File: config.mk
export PLATFORM = sky130hd
export DESIGN_NAME = mips_multicycle_ctrl_flat
export DESIGN_NICKNAME = d
export VERILOG_FILES = /design/src/rtl/mips_multicycle_ctrl_if.sv /design/src/rtl/mips_multicycle_ctrl.sv /design/src/flat_wrapper.sv
export SDC_FILE = /design/constraint.sdc
export NUM_CORES = 1
export LEC_CHECK = 0
export BUFFER_PORTS_ARGS = -buffer_cell sky130_fd_sc_hd__buf_2
export CAP_MARGIN = 20
export CORE_MARGIN = 2
export CORE_UTILIZATION = 30
export CTS_CLUSTER_SIZE = 16
export DETAILED_ROUTE_END_ITERATION = 7
export HOLD_SLACK_MARGIN = 0.08
export PLACE_DENSITY = 0.56
export SETUP_SLACK_MARGIN = 0.15
export SKIP_CTS_REPAIR_TIMING = 1
export SYNTH_ARGS = -nofsm -noshare
export SYNTH_HDL_FRONTEND = slang
export SYNTH_SLANG_ARGS = --single-unit
File: constraint.sdc
create_clock -name clk -period 4.6 [get_ports clk]
set_input_delay 0.92 -clock clk [delete_from_list [all_inputs] [get_ports clk]]
set_output_delay 0.92 -clock clk [all_outputs]
set_load 0.005 [all_outputs]
File: src/rtl/mips_multicycle_ctrl_if.sv
// Shared memory port handshake between the multi-cycle control FSM and memory.
// The controller holds its request and address select until mem_ready.
interface mips_multicycle_ctrl_if;
    logic mem_read;
    logic mem_write;
    logic i_or_d;
    logic mem_ready;

    modport master (
        output mem_read,
        output mem_write,
        output i_or_d,
        input  mem_ready
    );

    modport slave (
        input  mem_read,
        input  mem_write,
        input  i_or_d,
        output mem_ready
    );
endinterface

File: src/rtl/mips_multicycle_ctrl.sv
// Main control FSM for the multi-cycle MIPS datapath with a shared memory port.
// Optional macro CTRL_ILLEGAL_TRAP_EN: illegal opcode/funct locks into TRAP.
module mips_multicycle_ctrl #(
    parameter int INSTRET_W = 32
) (
    input  logic                 clk,
    input  logic                 reset_n,
    mips_multicycle_ctrl_if.master mem,
    input  logic [5:0]           opcode,
    input  logic [5:0]           funct,
    input  logic                 alu_zero,
    output logic                 ir_write,
    output logic                 pc_en,
    output logic [1:0]           pc_source,
    output logic                 alu_src_a,
    output logic [1:0]           alu_src_b,
    output logic [3:0]           alu_ctrl,
    output logic                 reg_dst,
    output logic                 mem_to_reg,
    output logic                 reg_write,
    output logic [3:0]           state,
`ifdef CTRL_ILLEGAL_TRAP_EN
    output logic                 illegal_instr,
`endif
    output logic [INSTRET_W-1:0] instret
);

    typedef enum logic [3:0] {
        IDLE      = 4'd0,
        FETCH     = 4'd1,
        DECODE    = 4'd2,
        MEM_ADDR  = 4'd3,
        MEM_READ  = 4'd4,
        MEM_WB    = 4'd5,
        MEM_WRITE = 4'd6,
        EXECUTE   = 4'd7,
        ALU_WB    = 4'd8,
        BRANCH    = 4'd9,
        JUMP      = 4'd10,
        ADDI_EXEC = 4'd11,
        ADDI_WB   = 4'd12,
        TRAP      = 4'd13
    } state_e;

    localparam logic [5:0] OP_RTYPE = 6'b000000;
    localparam logic [5:0] OP_LW    = 6'b100011;
    localparam logic [5:0] OP_SW    = 6'b101011;
    localparam logic [5:0] OP_BEQ   = 6'b000100;
    localparam logic [5:0] OP_J     = 6'b000010;
    localparam logic [5:0] OP_ADDI  = 6'b001000;

    localparam logic [3:0] ALU_ADD = 4'b0010;
    localparam logic [3:0] ALU_SUB = 4'b0110;
    localparam logic [3:0] ALU_AND = 4'b0000;
    localparam logic [3:0] ALU_OR  = 4'b0001;
    localparam logic [3:0] ALU_SLT = 4'b0111;

    // Where an unsupported opcode/funct goes: a lock-up state or a NOP.
`ifdef CTRL_ILLEGAL_TRAP_EN
    localparam state_e ILL_S = TRAP;
`else
    localparam state_e ILL_S = FETCH;
`endif

    state_e                 state_q, state_d;
    logic [INSTRET_W-1:0]   instret_q, instret_d;
    logic                   retire;

    always_ff @(posedge clk or negedge reset_n) begin
        if (!reset_n) begin
            state_q   <= IDLE;
            instret_q <= '0;
        end else begin
            state_q   <= state_d;
            instret_q <= instret_d;
        end
    end

    always_comb begin
        state_d       = state_q;
        mem.mem_read  = 1'b0;
        mem.mem_write = 1'b0;
        mem.i_or_d    = 1'b0;
        ir_write      = 1'b0;
        pc_en         = 1'b0;
        pc_source     = 2'b00;
        alu_src_a     = 1'b0;
        alu_src_b     = 2'b00;
        alu_ctrl      = 4'b0000;
        reg_dst       = 1'b0;
        mem_to_reg    = 1'b0;
        reg_write     = 1'b0;
`ifdef CTRL_ILLEGAL_TRAP_EN
        illegal_instr = 1'b0;
`endif
        unique case (state_q)
            IDLE: state_d = FETCH;
            FETCH: begin
                mem.mem_read = 1'b1;
                alu_src_b    = 2'b01;
                alu_ctrl     = ALU_ADD;
                ir_write     = mem.mem_ready;
                pc_en        = mem.mem_ready;
                if (mem.mem_ready) state_d = DECODE;
            end
            DECODE: begin
                alu_src_b = 2'b11;
                alu_ctrl  = ALU_ADD;
                unique case (opcode)
                    OP_LW, OP_SW: state_d = MEM_ADDR;
                    OP_RTYPE:     state_d = EXECUTE;
                    OP_BEQ:       state_d = BRANCH;
                    OP_J:         state_d = JUMP;
                    OP_ADDI:      state_d = ADDI_EXEC;
                    default:      state_d = ILL_S;
                endcase
            end
            MEM_ADDR: begin
                alu_src_a = 1'b1;
                alu_src_b = 2'b10;
                alu_ctrl  = ALU_ADD;
                state_d   = (opcode == OP_SW) ? MEM_WRITE : MEM_READ;
            end
            MEM_READ: begin
                mem.mem_read = 1'b1;
                mem.i_or_d   = 1'b1;
                if (mem.mem_ready) state_d = MEM_WB;
            end
            MEM_WB: begin
                mem_to_reg = 1'b1;
                reg_write  = 1'b1;
                state_d    = FETCH;
            end
            MEM_WRITE: begin
                mem.mem_write = 1'b1;
                mem.i_or_d    = 1'b1;
                if (mem.mem_ready) state_d = FETCH;
            end
            EXECUTE: begin
                alu_src_a = 1'b1;
                state_d   = ALU_WB;
                unique case (funct)
                    6'b100000: alu_ctrl = ALU_ADD;
                    6'b100010: alu_ctrl = ALU_SUB;
                    6'b100100: alu_ctrl = ALU_AND;
                    6'b100101: alu_ctrl = ALU_OR;
                    6'b101010: alu_ctrl = ALU_SLT;
                    default:   state_d  = ILL_S;
                endcase
            end
            ALU_WB: begin
                reg_dst   = 1'b1;
                reg_write = 1'b1;
                state_d   = FETCH;
            end
            BRANCH: begin
                alu_src_a = 1'b1;
                alu_ctrl  = ALU_SUB;
                pc_source = 2'b01;
                pc_en     = alu_zero;
                state_d   = FETCH;
            end
            JUMP: begin
                pc_source = 2'b10;
                pc_en     = 1'b1;
                state_d   = FETCH;
            end
            ADDI_EXEC: begin
                alu_src_a = 1'b1;
                alu_src_b = 2'b10;
                alu_ctrl  = ALU_ADD;
                state_d   = ADDI_WB;
            end
            ADDI_WB: begin
                reg_write = 1'b1;
                state_d   = FETCH;
            end
            TRAP: begin
`ifdef CTRL_ILLEGAL_TRAP_EN
                illegal_instr = 1'b1;
`endif
            end
            default: state_d = IDLE;
        endcase
    end

    // An instruction retires whenever the FSM re-enters FETCH from elsewhere.
    always_comb begin
        retire    = (state_d == FETCH) && (state_q != FETCH) && (state_q != IDLE);
        instret_d = retire ? instret_q + INSTRET_W'(1) : instret_q;
    end

    assign state   = state_q;
    assign instret = instret_q;

endmodule

File: src/flat_wrapper.sv
// flat-port wrapper written by rule: the top's interface ports become plain ports
module mips_multicycle_ctrl_flat 
#(
    parameter int INSTRET_W = 32
)
  (clk, reset_n, opcode, funct, alu_zero, ir_write, pc_en, pc_source, alu_src_a, alu_src_b, alu_ctrl, reg_dst, mem_to_reg, reg_write, state, instret, mem_mem_read, mem_mem_write, mem_i_or_d, mem_mem_ready);
  mips_multicycle_ctrl_if mem_i ();
  input  logic clk;
  input  logic reset_n;
  input  logic [5:0] opcode;
  input  logic [5:0] funct;
  input  logic alu_zero;
  output logic ir_write;
  output logic pc_en;
  output logic [1:0] pc_source;
  output logic alu_src_a;
  output logic [1:0] alu_src_b;
  output logic [3:0] alu_ctrl;
  output logic reg_dst;
  output logic mem_to_reg;
  output logic reg_write;
  output logic [3:0] state;
  output logic [INSTRET_W-1:0] instret;
  output wire logic [$bits(mem_i.mem_read)-1:0] mem_mem_read;
  output wire logic [$bits(mem_i.mem_write)-1:0] mem_mem_write;
  output wire logic [$bits(mem_i.i_or_d)-1:0] mem_i_or_d;
  input wire logic [$bits(mem_i.mem_ready)-1:0] mem_mem_ready;
  assign mem_mem_read = mem_i.mem_read;
  assign mem_mem_write = mem_i.mem_write;
  assign mem_i_or_d = mem_i.i_or_d;
  assign mem_i.mem_ready = mem_mem_ready;
  mips_multicycle_ctrl #(.INSTRET_W(INSTRET_W)) u_core (.clk(clk), .reset_n(reset_n), .mem(mem_i), .opcode(opcode), .funct(funct), .alu_zero(alu_zero), .ir_write(ir_write), .pc_en(pc_en), .pc_source(pc_source), .alu_src_a(alu_src_a), .alu_src_b(alu_src_b), .alu_ctrl(alu_ctrl), .reg_dst(reg_dst), .mem_to_reg(mem_to_reg), .reg_write(reg_write), .state(state), .instret(instret));
endmodule
==> impl_metrics.env, run 1 <==
export IMPL_via_per_inst=4.96
export IMPL_setup_tns_ps=0
export IMPL_cellPowerDensity_mw_per_mm2=228
export IMPL_cts_buffers=5
export IMPL_rows=30
export IMPL_fin_skew_ps=5.35
export IMPL_critPathMaxStageDelay_ps=570
export IMPL_clockBufferDepth=2
export IMPL_io_buffers=67
export IMPL_grt_pass1_vias=1578
export IMPL_r2r_setup_slack_ps=1970
export IMPL_grt_pass1_wl_um=7790
export IMPL_slew_headroom_pct=46.2
export IMPL_final_cell_count_no_fill=363
export IMPL_status="finished clean"
export IMPL_critPathMaxFanout=17
export IMPL_synth_edf_count=0
export IMPL_io_pins=69
export IMPL_use_met1_pct=18.5
export IMPL_pwr_share_seq_pct=55.6
export IMPL_grt_use_total_pct=12.9
export IMPL_syn_area_sq_mm=0.00203
export IMPL_worstSkewPairLatency_ps=280
export IMPL_min_to="u_core.instret[31]"
export IMPL_top_usage_layer="met2"
export IMPL_synth_seq_area_share_pct=44.3
export IMPL_routed_via_count=1801
export IMPL_drcViolationCount=0
export IMPL_start_util_pct=30.4
export IMPL_hp_class="reg -> reg"
export IMPL_synth_cells=218
export IMPL_htreeDepth=2
export IMPL_timing_final_ws_setup_ps=1870
export IMPL_hold_path_depth=1
export IMPL_seqCellArea_sq_um=901
export IMPL_r2r_worst_path_cells=5
export IMPL_synth_area_leader_cell="dfrtp_1"
export IMPL_clkPwrFrac_pct=40.6
export IMPL_min_period_ps=2730
export IMPL_syn_to_final_growth_pct=23.0
export IMPL_dieArea_sq_mm=0.00745
export IMPL_grt_use_met3_pct=2.76
export IMPL_nFillCells=704
export IMPL_ys_seq_elements=36
export IMPL_nets=299
export IMPL_slowest_stage="dfrtp_1"
export IMPL_synth_async_reset_ratio_pct=100
export IMPL_ys_types=39
export IMPL_yosysWarnings=0
export IMPL_diodes=0
export IMPL_clock_fmax_mhz=366
export IMPL_crit_arrival_ps=1810
export IMPL_swShare_pct=21.7
export IMPL_netlist_top_cells_area="dfrtp_1, xnor2_1, nor2_1"
export IMPL_cts_sinks=36
export IMPL_p_int_uw=446
export IMPL_grt_max_degree=37
export IMPL_startpoint_type="flip-flop"
export IMPL_dr_pass1_iters=4
export IMPL_syn_nets=235
export IMPL_overflow=0
export IMPL_combPwrFrac_pct=3.9
export IMPL_cpMostUsedCell="nor2_1"
export IMPL_pre_cts_ws_ps=1790
export IMPL_clkTransAtPathRegs_ps=70
export IMPL_r2r_end="u_core.instret[1]"
export IMPL_fp_dieW_um=86.3
export IMPL_met2_usage_pct=19.7
export IMPL_worstMarginPinSlew_ps=806
export IMPL_hp_start="u_core.instret[31]"
export IMPL_dpl_cell_count=355
export IMPL_ir_drop_uv=122
export IMPL_cp_required_ps=3680
export IMPL_max_cap_violations=0
export IMPL_clock_root_buffer="clkbuf_8"
export IMPL_drtIter0Drc=86
export IMPL_worstSetupEndpointType="output pin"
export IMPL_tritoncts="done"
export IMPL_rsz0062_at_grt="false"
export IMPL_gp_congestion=0.837
export IMPL_synth_ff_type="dfrtp_1"
export IMPL_hold_violations=0
export IMPL_finalWirelength_um=4780
export IMPL_synth_top_cell_area_share_pct=44.3
export IMPL_finalMaxSlewViolations=0
export IMPL_crit_chain="nand2b_1 -> nor2_1 -> nand2_1 -> nor2_1 -> buf_2"
export IMPL_syn_area_per_cell_sq_um=9.33
export IMPL_rr_startpoint="u_core.state[1]"
export IMPL_finalSetupViolations=0
export IMPL_wire_per_inst_um=13.2
export IMPL_core_area_sq_mm=0.00668
export IMPL_drive_gt1_share_pct=26.9
export IMPL_place_hpwl_um=3430
export IMPL_fin_util_pct=37.4
export IMPL_antenna_found_initial=0
export IMPL_period_share_pct=59.4
export IMPL_die_y_um=86.3
export IMPL_p_switching_uw=123
export IMPL_multi_input_comb_area_sq_mm=0.00105
export IMPL_path_class="reg -> out"
export IMPL_p_leak_nw=1.27
export IMPL_ant_nets=0
worst max-delay path by stage:
stage | from | endpoint | cells past startpoint | slack, ps
after floorplan | funct[5] | u_core.instret[1] | 7 | 2140
after global routing | u_core.state[2] | alu_ctrl[0] | 5 | 1730
after global placement | mem_mem_ready | u_core.instret[1] | 7 | 1900
final | u_core.state[3] | alu_ctrl[0] | 5 | 1870
after CTS | u_core.state[2] | alu_ctrl[0] | 5 | 1870
after detailed placement | funct[4] | u_core.instret[1] | 7 | 1790
logic make-up after synthesis:
family                   synth area share, %
AND/OR/NAND/NOR                         28.1
flip-flops                              44.3
XOR/XNOR                                14.6
AO/OA/AOI/OAI                           7.63
buffers and inverters                   3.82
adder cells (fa/ha/maj)                0.615
other                                  0.184
multiplexers                           0.738
power groups by stage:
stage / Clock [mW] / Sequential (mW) / Combinational (mW)
finish: 0.231 / 0.316 / 0.0220
CTS: 0.239 / 0.316 / 0.0224
floorplan: 0 / 0.323 / 0.00592
detailed placement: 0 / 0.322 / 0.0224
global placement: 0 / 0.322 / 0.0220
global route: 0.250 / 0.316 / 0.0254
layout make-up:
| cell class | count | share of cell area (%) |
|---|---|---|
| inverter | 5 | 0.751 |
| sequential | 36 | 36.0 |
| multi-input combinational | 167 | 42.2 |
| clock buffer | 8 | 3.60 |
| timing repair buffer | 67 | 13.4 |
| tap | 80 | 4.00 |
cells in the final DEF (no fill, tap or decap), types with 2 or more instances in the layout:
cell type,synthesis,layout
nand4_1,10,10
buf_2,5,67
a31oi_1,6,6
and2_1,2,2
clkbuf_8,0,6
a21oi_1,2,2
nor3_1,6,6
nand2_1,22,22
xor2_1,10,10
nor2b_1,3,3
nand2b_1,4,4
nor4b_1,2,2
and4_1,5,5
a21boi_0,2,2
nor2_1,26,26
clkbuf_1,2,2
a211o_1,2,2
o21ai_0,5,5
nand3_1,11,11
inv_1,5,5
dfrtp_1,36,36
nor4bb_1,2,2
xnor2_1,24,24
and3_1,9,9
worst max-delay path: cells and delay by family (launching register included):
family | cells | cell delay, ps
AND/OR/NAND/NOR | 4 | 850
flip-flops | 1 | 570
buffers and inverters | 1 | 120
cells in the mapped netlist (2+ instances only):
| library cell | count |
|---|---|
| and3_1 | 9 |
| a21boi_0 | 2 |
| nand3_1 | 11 |
| buf_2 | 5 |
| clkbuf_1 | 2 |
| inv_1 | 5 |
| nand4_1 | 10 |
| a211o_1 | 2 |
| nor3_1 | 6 |
| nand2b_1 | 4 |
| nor2b_1 | 3 |
| nor4bb_1 | 2 |
| xor2_1 | 10 |
| buf_4 | 2 |
| o21ai_0 | 5 |
| a31oi_1 | 6 |
| a21oi_1 | 2 |
| and2_1 | 2 |
| xnor2_1 | 24 |
| nor4b_1 | 2 |
| nor2_1 | 26 |
| and4_1 | 5 |
| nand2_1 | 22 |
| dfrtp_1 | 36 |
state kept, by name (all words and copies together), names as in the netlist:
signal and count:
u_core.instret 32, u_core.state 4
per-layer routing:
metal	vias to the layer above	routed length, um
met2	40	2260
met5	-	0
met3	4	193
met1	868	2270
met4	0	50
li1	889	-
per-stage QoR:
stage / hold slack (ps) / total power [mW] / cell area (sq um)
global placement: 456 / 0.344 / 2410
detailed placement: 458 / 0.345 / 2410
CTS: 471 / 0.577 / 2500
global route: 488 / 0.591 / 2500
finish: 472 / 0.569 / 2500
floorplan: 468 / 0.328 / 2030
No activity file was read; power rests on OpenSTA's default activity.
==> inputs of run 2 (changes only) <==
--- a/config.mk
+++ b/config.mk
@@ -5,6 +5,7 @@
 export SDC_FILE = /design/constraint.sdc
 export NUM_CORES = 1
 export LEC_CHECK = 0
+export ABC_AREA = 1
 export BUFFER_PORTS_ARGS = -buffer_cell sky130_fd_sc_hd__buf_2
 export CAP_MARGIN = 20
 export CORE_MARGIN = 2
==> constraint.sdc (replaced) <==
create_clock -name clk -period 2.3 [get_ports clk]
set_input_delay 0.46 -clock clk [delete_from_list [all_inputs] [get_ports clk]]
set_output_delay 0.46 -clock clk [all_outputs]
set_load 0.005 [all_outputs]
==> run 2 against run 1 <==
  * Sequential share of layout area shrank 9.3 points
  * Non-clock buffer count grew 4
  * Die area grew 37%
  * Global-route usage grew 3.6 points
  * Via count grew 75%
  * Wire length grew 77%
  * Design area grew 35%
  * First-iteration DRC count grew 100%
  * Worst hold slack lost 210 ps
  * Worst setup slack lost 1700 ps
  * Core utilization shrank 0.79 points
  * Final cell count grew 75%
==> impl_metrics.env, run 2 <==
export IMPL_grt_pass1_vias=2861
export IMPL_place_hpwl_um=6230
export IMPL_cp_top_family="flip-flops"
export IMPL_diodes=0
export IMPL_startpoint_type="flip-flop"
export IMPL_critPathMaxFanout=6
export IMPL_io_buffers=67
export IMPL_clockBufferDepth=2
export IMPL_yosysWarnings=0
export IMPL_clock_fmax_mhz=476
export IMPL_synth_edf_count=0
export IMPL_top_usage_layer="met2"
export IMPL_syn_to_final_growth_pct=19.0
export IMPL_final_cell_mix="nand2_1, nor2_1, buf_2"
export IMPL_finalMaxSlewViolations=0
export IMPL_synth_commonest_cells="nand2_1, nor2_1, dfrtp_1"
export IMPL_worstSetupEndpointType="output pin"
export IMPL_netlist_top_cells_area="dfrtp_1, nand2_1, nor2_1"
export IMPL_io_pins=69
export IMPL_ant_nets=0
export IMPL_nets=542
export IMPL_dieArea_sq_mm=0.0102
export IMPL_rows=35
export IMPL_status="finished clean"
export IMPL_dpl_cell_count=628
export IMPL_crit_arrival_ps=1640
export IMPL_synth_ff_type="dfrtp_1"
export IMPL_core_area_sq_mm=0.00920
export IMPL_drcViolationCount=0
export IMPL_finalSetupViolations=0
export IMPL_mostFrequentLayoutCell="nand2_1"
export IMPL_met2_usage_pct=26.9
export IMPL_crit_chain="inv_2 -> nand2_2 -> nor2_1 -> o2111ai_1 -> o211ai_1 -> buf_2"
export IMPL_synth_area_leader_cell="dfrtp_1"
export IMPL_placed_area_sq_mm=0.00324
export IMPL_path_class="reg -> out"
export IMPL_p_leak_nw=1.84
export IMPL_stdcell_area_sq_mm=0.00337
export IMPL_critPathMaxStageDelay_ps=470
export IMPL_die_y_um=101
export IMPL_cellPowerDensity_mw_per_mm2=349
export IMPL_timing_hold_ws_ps=261
export IMPL_syn_nets=477
export IMPL_dr_pass1_iters=4
export IMPL_synth_async_reset_ratio_pct=100
export IMPL_worstSkewPairLatency_ps=290
export IMPL_ir_drop_uv=180
export IMPL_antenna_found_initial=0
export IMPL_max_cap_violations=0
export IMPL_grt_pass1_wl_um=13700
export IMPL_clock_root_buffer="clkbuf_8"
export IMPL_nFillCells=1015
export IMPL_use_met1_pct=22.8
export IMPL_ys_types=26
export IMPL_worstMarginPinSlew_ps=822
export IMPL_synth_seq_area_share_pct=31.8
export IMPL_drtIter0Drc=176
export IMPL_cp_required_ps=1840
export IMPL_synthMostInstantiatedCell="nand2_1"
export IMPL_final_cell_count_no_fill=636
export IMPL_grt_use_met3_pct=2.69
export IMPL_routed_via_count=3143
export IMPL_finalWirelength_um=8480
export IMPL_slowest_stage="dfrtp_1"
export IMPL_period_share_pct=91.3
export IMPL_largest_register_ffs=32
export IMPL_hp_class="in -> async"
export IMPL_wire_per_inst_um=13.3
export IMPL_clkTransAtPathRegs_ps=70
export IMPL_min_period_ps=2100
export IMPL_synth_cells=460
export IMPL_ys_seq_elements=36
export IMPL_cts_buffers=5
export IMPL_htreeDepth=2
export IMPL_fin_util_pct=36.6
export IMPL_syn_area_per_cell_sq_um=6.16
export IMPL_drive_gt1_share_pct=17.1
export IMPL_gp_congestion=0.889
export IMPL_fin_skew_ps=3.42
export IMPL_syn_area_sq_mm=0.00283
export IMPL_hold_violations=0
export IMPL_seqCellArea_sq_um=902
export IMPL_fp_dieW_um=101
export IMPL_cts_sinks=36
export IMPL_slew_headroom_pct=45.2
export IMPL_cp_buffers_inverters=2
export IMPL_setup_tns_ps=0
export IMPL_via_per_inst=4.94
export IMPL_rsz0062_at_grt="true"
export IMPL_synth_top_cell_area_share_pct=31.8
export IMPL_grt_use_total_pct=16.6
export IMPL_tritoncts="done"
export IMPL_overflow=0
export IMPL_multi_input_comb_area_sq_mm=0.00172
export IMPL_grt_max_degree=37
export IMPL_start_util_pct=30.8
run 2: cell count changes after synthesis, sizes merged, moves of 6 or more:
cell    previous run  this run
a31oi              6         0
and3               9         0
buf                8        14
inv                5        36
nand2             22       201
nand3             11        17
nand3b             0        14
nand4             10        35
nor2              26        81
nor3               6         0
xnor2             24         5
run 2: final cells by class:
cell class                 count  area share, %
multi-input combinational    375           51.0
sequential                    36           26.8
timing repair buffer          71           11.2
tap                          111           4.12
inverter                      36           4.01
clock buffer                   7           2.86
run 2: routing by layer:
metal	routed length, um	up-vias
li1	-	1589
met1	4030	1458
met2	3910	86
met3	407	10
met4	133	0
met5	0	-
run 2: metrics by stage:
stage / power (mW) / setup slack (ps)
detailed placement: 0.693 / 360
global placement: 0.691 / 395
global route: 1.23 / 66.9
CTS: 1.20 / 166
floorplan: 0.661 / 661
finish: 1.18 / 200
run 2: path summary, 6_finish.rpt:
check,cells after the start,to,start,slack [ps]
hold reg to reg,2,u_core.instret[31],u_core.instret[31],530
setup / recovery,6,alu_ctrl[1],u_core.state[3],200
min in group clk,2,u_core.instret[31],u_core.instret[31],530
hold / removal,1,u_core.instret[13],reset_n,260
setup reg to reg,9,u_core.instret[8],u_core.state[0],380
max in group asynchronous,1,u_core.state[2],reset_n,1480
run 2: where the power goes:
part	switching (mW)	internal [mW]	leakage, nW
registers	0	0.633	0.487
clock network	0.229	0.267	0.0503
logic	0.0318	0.0149	1.30
total	0.261	0.914	1.84
run 2: cells by family (layout without fill, tap and decap cells):
kind of cell	after synthesis	after routing	share of synthesized area, %
fa+ha+maj	1	1	0.442
other cells	1	1	0.132
xor+xnor	15	15	4.64
simple gates	349	350	53.2
flops	36	36	31.8
compound gates	8	8	1.72
buf+inv	50	114	8.09
run 2: worst reg2reg max path, delay by kind of cell (launching register included):
family | cells | cell delay (ps)
DFF | 1 | 430
and+or+nand+nor | 7 | 1060
buffers and inverters | 2 | 380
==> inputs of run 3 (changes only) <==
--- a/config.mk
+++ b/config.mk
@@ -14,6 +14,7 @@
 export DETAILED_ROUTE_END_ITERATION = 7
 export HOLD_SLACK_MARGIN = 0.08
 export PLACE_DENSITY = 0.56
+export RECOVER_POWER = 50
 export SETUP_SLACK_MARGIN = 0.15
 export SKIP_CTS_REPAIR_TIMING = 1
 export SYNTH_ARGS = -nofsm -noshare
==> run 3 against run 2 <==
  * Via count decreased by 0.19%
  * Register-to-register slack lost 40 ps
  * Clock skew about the same
  * Clock power hardly changed
  * Die area unchanged
  * Non-clock buffer count unchanged
  * Combinational power about the same
  * Design area down 0.67%
  * Clock-buffer cell count is the same
  * Maximum frequency increased by 0.47%
  * Wire length rose by 0.57%
  * Final cell count is the same
==> impl_metrics.env, run 3 (synthesis results as in run 2) <==
export IMPL_cts_buffers=5
export IMPL_antenna_found_initial=0
export IMPL_fp_dieW_um=101
export IMPL_crit_arrival_ps=1630
export IMPL_cellPowerDensity_mw_per_mm2=351
export IMPL_wire_per_inst_um=13.4
export IMPL_timing_final_ws_setup_ps=210
export IMPL_cp_required_ps=1840
export IMPL_cp_buffers_inverters=2
export IMPL_pre_cts_ws_ps=360
export IMPL_rsz0062_at_grt="true"
export IMPL_status="finished clean"
export IMPL_power_mw=1.17
export IMPL_timing_hold_ws_ps=291
export IMPL_p_int_uw=914
export IMPL_cp_top_family="flip-flops"
export IMPL_htreeDepth=2
export IMPL_die_y_um=101
export IMPL_drtIter0Drc=172
export IMPL_overflow=0
export IMPL_slew_headroom_pct=38.8
export IMPL_finalSetupViolations=0
export IMPL_max_cap_violations=0
export IMPL_finalWirelength_um=8530
export IMPL_crit_chain="inv_2 -> nand2_2 -> nor2_1 -> o2111ai_1 -> o211ai_1 -> buf_2"
export IMPL_path_class="reg -> out"
export IMPL_clkTransAtPathRegs_ps=70
export IMPL_syn_to_final_growth_pct=18.2
export IMPL_nFillCells=1017
export IMPL_rows=35
export IMPL_clkPwrFrac_pct=42.2
export IMPL_largest_register_ffs=32
export IMPL_dr_pass1_iters=5
export IMPL_diodes=0
export IMPL_final_cell_mix="nand2_1, nor2_1, buf_2"
export IMPL_nets=542
export IMPL_grt_pass1_wl_um=13700
export IMPL_drive_gt1_share_pct=13.5
export IMPL_p_leak_nw=1.76
export IMPL_ant_nets=0
export IMPL_p_switching_uw=261
export IMPL_io_pins=69
export IMPL_swShare_pct=22.2
export IMPL_placed_area_sq_mm=0.00324
export IMPL_hold_violations=0
export IMPL_ir_drop_uv=180
export IMPL_cts_sinks=36
export IMPL_grt_pass1_vias=2861
export IMPL_period_share_pct=90.9
export IMPL_clock_fmax_mhz=478
export IMPL_place_hpwl_um=6230
export IMPL_min_period_ps=2090
export IMPL_slowest_stage="dfrtp_1"
export IMPL_core_area_sq_mm=0.00920
export IMPL_critPathMaxStageDelay_ps=470
export IMPL_grt_use_total_pct=16.6
export IMPL_dieArea_sq_mm=0.0102
export IMPL_clock_root_buffer="clkbuf_8"
export IMPL_worstSetupEndpointType="output pin"
export IMPL_combPwrFrac_pct=4.0
export IMPL_fin_skew_ps=3.15
export IMPL_mostFrequentLayoutCell="nand2_1"
export IMPL_worstSkewPairLatency_ps=290
export IMPL_finalMaxSlewViolations=0
export IMPL_startpoint_type="flip-flop"
export IMPL_grt_max_degree=37
export IMPL_worstMarginPinSlew_ps=918
export IMPL_clockBufferDepth=2
export IMPL_hp_class="in -> async"
export IMPL_pwr_share_seq_pct=53.9
export IMPL_tritoncts="done"
export IMPL_via_per_inst=4.93
export IMPL_critPathMaxFanout=6
export IMPL_gp_congestion=0.889
export IMPL_stdcell_area_sq_mm=0.00335
export IMPL_start_util_pct=30.8
export IMPL_routed_via_count=3137
export IMPL_io_buffers=67
export IMPL_setup_tns_ps=0
export IMPL_drcViolationCount=0
## run 3: final cells by class
class	instances	area [sq um]	area share [%]
Multi-Input combinational cell	375	1720	51.4
Inverter	36	135	4.04
Timing Repair Buffer	71	354	10.6
Clock buffer	7	96.3	2.88
Tap cell	111	139	4.15
Sequential cell	36	902	27.0
## run 3: metal layers
| layer | wire length [um] | track usage [%] |
|---|---|---|
| met3 | 481 | 2.69 |
| met1 | 3990 | 22.8 |
| met5 | 0 | 0 |
| met2 | 3920 | 26.9 |
| met4 | 133 | 4.89 |
## run 3: final timing paths
path | startpoint | endpoint | slack (ps) | depth (start not counted)
max | u_core.state[3] | alu_ctrl[1] | 210 | 6
min | reset_n | u_core.instret[13] | 290 | 1
max reg2reg | u_core.state[0] | u_core.instret[8] | 340 | 9
min reg2reg | u_core.instret[31] | u_core.instret[31] | 530 | 2
max in group asynchronous | reset_n | u_core.state[2] | 1380 | 1
min in group clk | u_core.instret[31] | u_core.instret[31] | 530 | 2
## run 3: power groups by stage
stage | Sequential [mW] | Clock (mW) | Combinational [mW]
CTS | 0.632 | 0.520 | 0.0480
finish | 0.633 | 0.496 | 0.0467
floorplan | 0.645 | 0 | 0.0163
global route | 0.632 | 0.540 | 0.0555
global placement | 0.645 | 0 | 0.0459
detailed placement | 0.645 | 0 | 0.0481
## run 3: per-stage QoR
step / utilization (%) / cells
after floorplan: - / 460
after global placement: 35.3 / 628
after detailed placement: 35.3 / 628
after CTS: 36.3 / 635
after global routing: 36.4 / 636
final: 36.4 / 636
